### config.mk
export PLATFORM = sky130hd
export DESIGN_NAME = flag_issue_controller
export DESIGN_NICKNAME = d
export VERILOG_FILES = /design/src/rtl/flag_issue_controller_pkg.sv /design/src/rtl/flag_issue_controller_cond_check.sv /design/src/rtl/flag_issue_controller.sv
export SDC_FILE = /design/constraint.sdc
export NUM_CORES = 1
export LEC_CHECK = 0
export ABC_AREA = 1
export ABC_CLOCK_PERIOD_IN_PS = 3600
export CAP_MARGIN = 20
export CORE_MARGIN = 8
export CORE_UTILIZATION = 54
export CTS_BUF_LIST = sky130_fd_sc_hd__clkbuf_2
export CTS_CLUSTER_SIZE = 12
export DETAILED_ROUTE_END_ITERATION = 6
export PLACE_DENSITY = 0.87
export RECOVER_POWER = 50
export SETUP_SLACK_MARGIN = 0.15
export SLEW_MARGIN = 20
export SYNTH_ARGS = -nofsm -noshare
export SYNTH_HDL_FRONTEND = slang
export SYNTH_SLANG_ARGS = --single-unit
### constraint.sdc
create_clock -name clk -period 3.6 [get_ports clk]
set_clock_uncertainty 0.1 [all_clocks]
set_input_delay 0.72 -clock clk [delete_from_list [all_inputs] [get_ports clk]]
set_output_delay 0.72 -clock clk [all_outputs]
set_load 0.005 [all_outputs]
### src/rtl/flag_issue_controller_pkg.sv
// Shared encodings for the CPSR flag issue controller: condition codes,
// flag bit positions inside {Z,C,N,V} and the stall FSM state encoding.
package flag_issue_controller_pkg;

  localparam logic [3:0] COND_EQ = 4'd0;
  localparam logic [3:0] COND_NE = 4'd1;
  localparam logic [3:0] COND_CS = 4'd2;
  localparam logic [3:0] COND_CC = 4'd3;
  localparam logic [3:0] COND_MI = 4'd4;
  localparam logic [3:0] COND_PL = 4'd5;
  localparam logic [3:0] COND_VS = 4'd6;
  localparam logic [3:0] COND_VC = 4'd7;
  localparam logic [3:0] COND_HI = 4'd8;
  localparam logic [3:0] COND_LS = 4'd9;
  localparam logic [3:0] COND_GE = 4'd10;
  localparam logic [3:0] COND_LT = 4'd11;
  localparam logic [3:0] COND_GT = 4'd12;
  localparam logic [3:0] COND_LE = 4'd13;
  localparam logic [3:0] COND_AL = 4'd14;
  localparam logic [3:0] COND_NV = 4'd15;

  localparam int FLAG_Z = 3;
  localparam int FLAG_C = 2;
  localparam int FLAG_N = 1;
  localparam int FLAG_V = 0;

  localparam logic [0:0] ST_RUN   = 1'b0;
  localparam logic [0:0] ST_STALL = 1'b1;

  // AL and NV do not look at the flags, so they never wait on a writer.
  function automatic logic cond_is_dependent(input logic [3:0] cond);
    return !((cond == COND_AL) || (cond == COND_NV));
  endfunction

endpackage

### src/rtl/flag_issue_controller_cond_check.sv
// ARM condition-code evaluator on a {Z,C,N,V} flag vector.
// NV evaluates as pass here; the caller masks it.
module flag_issue_controller_cond_check
  import flag_issue_controller_pkg::*;
(
  input  logic [3:0] i_cond,
  input  logic [3:0] i_flags,
  output logic       o_pass
);

  logic w_z;
  logic w_c;
  logic w_n;
  logic w_v;

  assign w_z = i_flags[FLAG_Z];
  assign w_c = i_flags[FLAG_C];
  assign w_n = i_flags[FLAG_N];
  assign w_v = i_flags[FLAG_V];

  always_comb begin
    o_pass = 1'b1;
    case (i_cond)
      COND_EQ: o_pass = w_z;
      COND_NE: o_pass = ~w_z;
      COND_CS: o_pass = w_c;
      COND_CC: o_pass = ~w_c;
      COND_MI: o_pass = w_n;
      COND_PL: o_pass = ~w_n;
      COND_VS: o_pass = w_v;
      COND_VC: o_pass = ~w_v;
      COND_HI: o_pass = w_c & ~w_z;
      COND_LS: o_pass = ~w_c | w_z;
      COND_GE: o_pass = (w_n == w_v);
      COND_LT: o_pass = (w_n != w_v);
      COND_GT: o_pass = ~w_z & (w_n == w_v);
      COND_LE: o_pass = w_z | (w_n != w_v);
      default: o_pass = 1'b1;
    endcase
  end

endmodule

### src/rtl/flag_issue_controller.sv
// Owns the CPSR flags, counts flag-writers in flight between issue and EX,
// forwards the last writer's flags and stalls ID on stale-flag reads.
module flag_issue_controller
  import flag_issue_controller_pkg::*;
#(
  parameter  int PEND_DEPTH = 3,
  localparam int PW         = $clog2(PEND_DEPTH + 1)
) (
  input  logic          clk,
  input  logic          rst,
  input  logic          id_valid,
  input  logic [3:0]    id_cond,
  input  logic          id_s,
  output logic          id_ready,
  output logic          id_exec,
  input  logic          ex_flag_we,
  input  logic [3:0]    ex_flags,
  input  logic          flush,
  output logic [3:0]    sr,
  output logic [PW-1:0] pending,
  output logic [15:0]   stall_cycles,
  output logic          err,
  output logic [0:0]    dbg_state
);

  logic [3:0]    r_sr;
  logic [PW-1:0] r_pending;
  logic [15:0]   r_stall_cycles;
  logic          r_err;
  logic [0:0]    r_state;

  logic          w_dependent;
  logic          w_pend_zero;
  logic          w_pend_one;
  logic          w_pend_many;
  logic          w_pend_full;
  logic          w_forward;
  logic [3:0]    w_eff_flags;
  logic          w_dep_stall;
  logic          w_full_stall;
  logic          w_stall;
  logic          w_cond_pass;
  logic          w_issue;
  logic          w_inc;
  logic          w_dec;
  logic          w_count;
  logic [PW-1:0] w_pending_nxt;
  logic [0:0]    w_state_nxt;

  assign w_dependent = cond_is_dependent(id_cond);
  assign w_pend_zero = (r_pending == '0);
  assign w_pend_one  = (r_pending == PW'(1));
  assign w_pend_many = (r_pending > PW'(1));
  assign w_pend_full = (r_pending == PW'(PEND_DEPTH));

  // Only the single outstanding writer can be bypassed; with more in flight
  // the EX flags are already superseded by a younger writer.
  assign w_forward   = ex_flag_we & w_pend_one & ~flush;
  assign w_eff_flags = w_forward ? ex_flags : r_sr;

  assign w_dep_stall  = w_dependent & (w_pend_many | (w_pend_one & ~ex_flag_we));
  assign w_full_stall = id_s & w_pend_full & ~ex_flag_we;
  assign w_stall      = id_valid & (w_dep_stall | w_full_stall);

  flag_issue_controller_cond_check u_cond_check (
    .i_cond  (id_cond),
    .i_flags (w_eff_flags),
    .o_pass  (w_cond_pass)
  );

  assign id_ready = ~w_stall & ~flush;
  assign id_exec  = w_cond_pass & (id_cond != COND_NV);

  assign w_issue = id_valid & id_ready;
  assign w_inc   = w_issue & id_s & id_exec;
  assign w_dec   = ex_flag_we & ~w_pend_zero;

  always_comb begin
    w_pending_nxt = r_pending;
    if (flush) begin
      w_pending_nxt = '0;
    end else if (w_inc & ~w_dec) begin
      w_pending_nxt = r_pending + PW'(1);
    end else if (w_dec & ~w_inc) begin
      w_pending_nxt = r_pending - PW'(1);
    end
  end

  always_comb begin
    w_state_nxt = r_state;
    case (r_state)
      ST_RUN:   if (w_stall) w_state_nxt = ST_STALL;
      ST_STALL: if (~w_stall | flush) w_state_nxt = ST_RUN;
      default:  w_state_nxt = ST_RUN;
    endcase
  end

  // The exit cycle of a stall (dependency resolved, id_valid dropped or
  // flush) is not a lost cycle and is not counted.
  assign w_count = (r_state == ST_STALL) & w_stall & ~flush;

  always_ff @(posedge clk or negedge rst) begin
    if (!rst) begin
      r_sr           <= '0;
      r_pending      <= '0;
      r_stall_cycles <= '0;
      r_err          <= 1'b0;
      r_state        <= ST_RUN;
    end else begin
      r_pending <= w_pending_nxt;
      r_state   <= w_state_nxt;
      if (ex_flag_we) begin
        r_sr <= ex_flags;
      end
      if (ex_flag_we & w_pend_zero) begin
        r_err <= 1'b1;
      end
      if (w_count && (r_stall_cycles != 16'hFFFF)) begin
        r_stall_cycles <= r_stall_cycles + 16'd1;
      end
    end
  end

  assign sr           = r_sr;
  assign pending      = r_pending;
  assign stall_cycles = r_stall_cycles;
  assign err          = r_err;
  assign dbg_state    = r_state;

endmodule

==> impl_metrics.ini <==
[cts]
root_buffer = clkbuf_2
numCtsBuffers = 3
cts.sinks = 24
clockBufferDepth = 2
cts_tree = done
htree_levels = 1
clk_latency_ps = 320
clk_pin_slew_ps = 190

[routing]
via_per_inst = 5.14
dr.first_iter.drc_count = 59
drtAntennaViolNets = 0
vias = 1378
drc_errors = 0
first_pass_iters = 4
routed_wl_um = 3270
routedWlPerCell_um = 12.2

[grt]
overflow = 0
grt_max_degree = 25
grt_antenna_before_repair = 0
grt_use_total_pct = 13.7
grt_pass1_wl_um = 5860
grt_pass1_vias = 1382

[flow_run]
cap_viol_max_count = 0

[worst_setup_path]
r2r-end = stall_cycles[13]$_DFFE_PN0P_
r2r_setup_slack_ps = 1070
cp-endpoint = id_ready
crit_top_cell = nand2_2
timing.rr.start = pending[0]$_DFFE_PN0P_
cp_slowest_cell = dlygate4sd3_1
critPathCaptureType = output pin
crit_path_max_fanout = 5
slowest_delay_ps = 670
r2r_cells = 12
critical_path_class = in2out
required_ps = 2780
worstPathCellList = dlygate4sd3_1 > nand2_2 > inv_2 > nand2_2 > o2111ai_2 > nand2_2 > nor2_1 > clkdlybuf4s50_1
cp.arrival_ps = 2450
cp-start-kind = input port
startpoint = id_cond[2]

[final_layout]
drive_gt1_share_pct = 15.2
final_nets = 257
design_area_sq_um = 2000
final_cell_count_no_fill = 268
diodes = 0
fin_util_pct = 73.9
area_growth_pct = 31.4

[floorplanning]
placementRows = 19
initial_utilization_pct = 56.2
core_area_sq_um = 2710
die-area_sq_um = 4780
chipWidth_um = 69.1
io_pins = 40
die_height_um = 69.1

[synth]
ys_top_cells_by_count = 50 x nand2_1, 24 x dfrtp_1, 22 x inv_1
postSynthCellCount = 189
synthArstFlopShare_pct = 100
avgSynthCellArea_sq_um = 8.06
synth_edf_count = 0
synth.net_count = 207
synth-seq-cells = 24
yosys.cell_types.count = 26
yosysTopAreaCellShare_pct = 39.4
syn_area_sq_um = 1520
yosysMostFrequentCell = nand2_1
yosysTopAreaCell = dfrtp_1
ys.flop_type = dfrtp_1
ys_warn_count = 0
synthTopCellsByArea = dfrtp_1 39%, nand2_1 12%, xor2_1 5.7%
seq_area_frac_synth_pct = 39.4

[placed_design]
dp_hpwl_um = 2680
gp_congestion = 0.841
place_area_sq_um = 1990
port_buffers = 39
dpl.cell_count = 264

[timing]
fin_tns_setup_ps = 0
whs_ps = 395
max_freq_mhz = 306
period_needed_ps = 3270
rsz0062_at_grt = no
setup_viol = 0
hold_viol_final = 0
fin_crit_sh_pct = 90.9
report.final.slew_viol_count = 0
relSlewSlack_pct = 20.6
tightest_slew_ps = 1190

[hold_path]
hold_class = reg2reg

[power_and_ir_drop]
vdd_drop_max_uv = 295
power.leakage_nw = 1.04
power_density_nw_per_um2 = 335

[status]
run_status = finished, final reports clean
## what timing repair did
action,CTS,global route
resized for setup,3,4
hold buffers,0,0
hold endpoints to repair,0,0
endpoints found under the setup margin,1,1
buffers inserted,1,0
## critical path, delay by kind of cell
family                 cells  cell delay (ps)
and+or+nand+nor            4              380
buffers and inverters      3             1270
AOI/OAI and AO/OA          1               80
## cell usage in the layout (no fill, tap or decap)
cell and n:
inv_2 3, nand3b_1 1, and3b_1 1, nand3_1 17, clkdlybuf4s50_1 28, nand2_2 9, clkbuf_2 3, nand3_2 4
nand4_1 7, and3_1 1, a21boi_0 1, a21o_1 1, dfrtp_1 24, nand4_2 2, o21ai_0 5, buf_4 5
a22oi_1 1, inv_1 22, nor2_4 3, xor2_1 10, nor2_1 12, ha_2 1, nor2_2 3, dlymetal6s2s_1 1
nor3_1 1, dlygate4sd3_1 7, ha_1 3, dlygate4sd2_1 2, nand2_1 50, o2111ai_2 1, clkbuf_1 3, xnor2_2 2
xnor2_1 3
## power by group
part	internal, mW	switching [mW]	total [mW]
clock network	0.0227	0.0691	0.0918
registers	0.296	0.0266	0.323
logic	0.126	0.129	0.255
total	0.445	0.225	0.670
## stage by stage
stage	worst slack (ps)	power [mW]
2_1_floorplan	1130	0.461
3_3_place_gp	25.6	0.576
3_5_place_dp	-27.2	0.584
4_1_cts	159	0.681
5_1_grt	266	0.715
6_report	328	0.670
## cell type report
cell class / instances / area [sq um]
multi-input cells: 139 / 825
clock buffers: 3 / 15.0
repair buffers: 46 / 429
flip-flops and latches: 24 / 601
inverters: 25 / 93.8
well taps: 31 / 38.8
fillers: 214 / 708
## metal layers
metal	routed length, um	GRT usage (%)	share of wire, %
met2	1530	23.6	47
met1	1510	16.5	46
met5	0	0	0
met3	173	2.86	5.3
met4	55	4.10	1.7
## kinds of logic after synthesis
kind of cell	Yosys count	synth area share, %
flip-flops	24	39.4
XOR/XNOR	15	9.61
adder cells (fa/ha/maj)	4	3.28
AND/OR/NAND/NOR	111	36.9
AO/OA/AOI/OAI	9	4.11
buffers and inverters	26	6.65
## registers in the layout (all words and copies together) (netlist names)
signal and count:
stall_cycles 16, sr 4, pending 2, dbg_state 1
err 1
## worst min path at each step
stage | from | end | slack (ps) | cells after the start
global route | err$_DFFE_PN0P_ | err$_DFFE_PN0P_ | 450 | 1
finish | err$_DFFE_PN0P_ | err$_DFFE_PN0P_ | 400 | 1
CTS | err$_DFFE_PN0P_ | err$_DFFE_PN0P_ | 410 | 1
floorplan | rst | dbg_state$_DFF_PN0_ | 320 | 0
detailed placement | err$_DFFE_PN0P_ | err$_DFFE_PN0P_ | 370 | 1
global placement | err$_DFFE_PN0P_ | err$_DFFE_PN0P_ | 360 | 1
No activity file was read; power rests on OpenSTA's default activity.
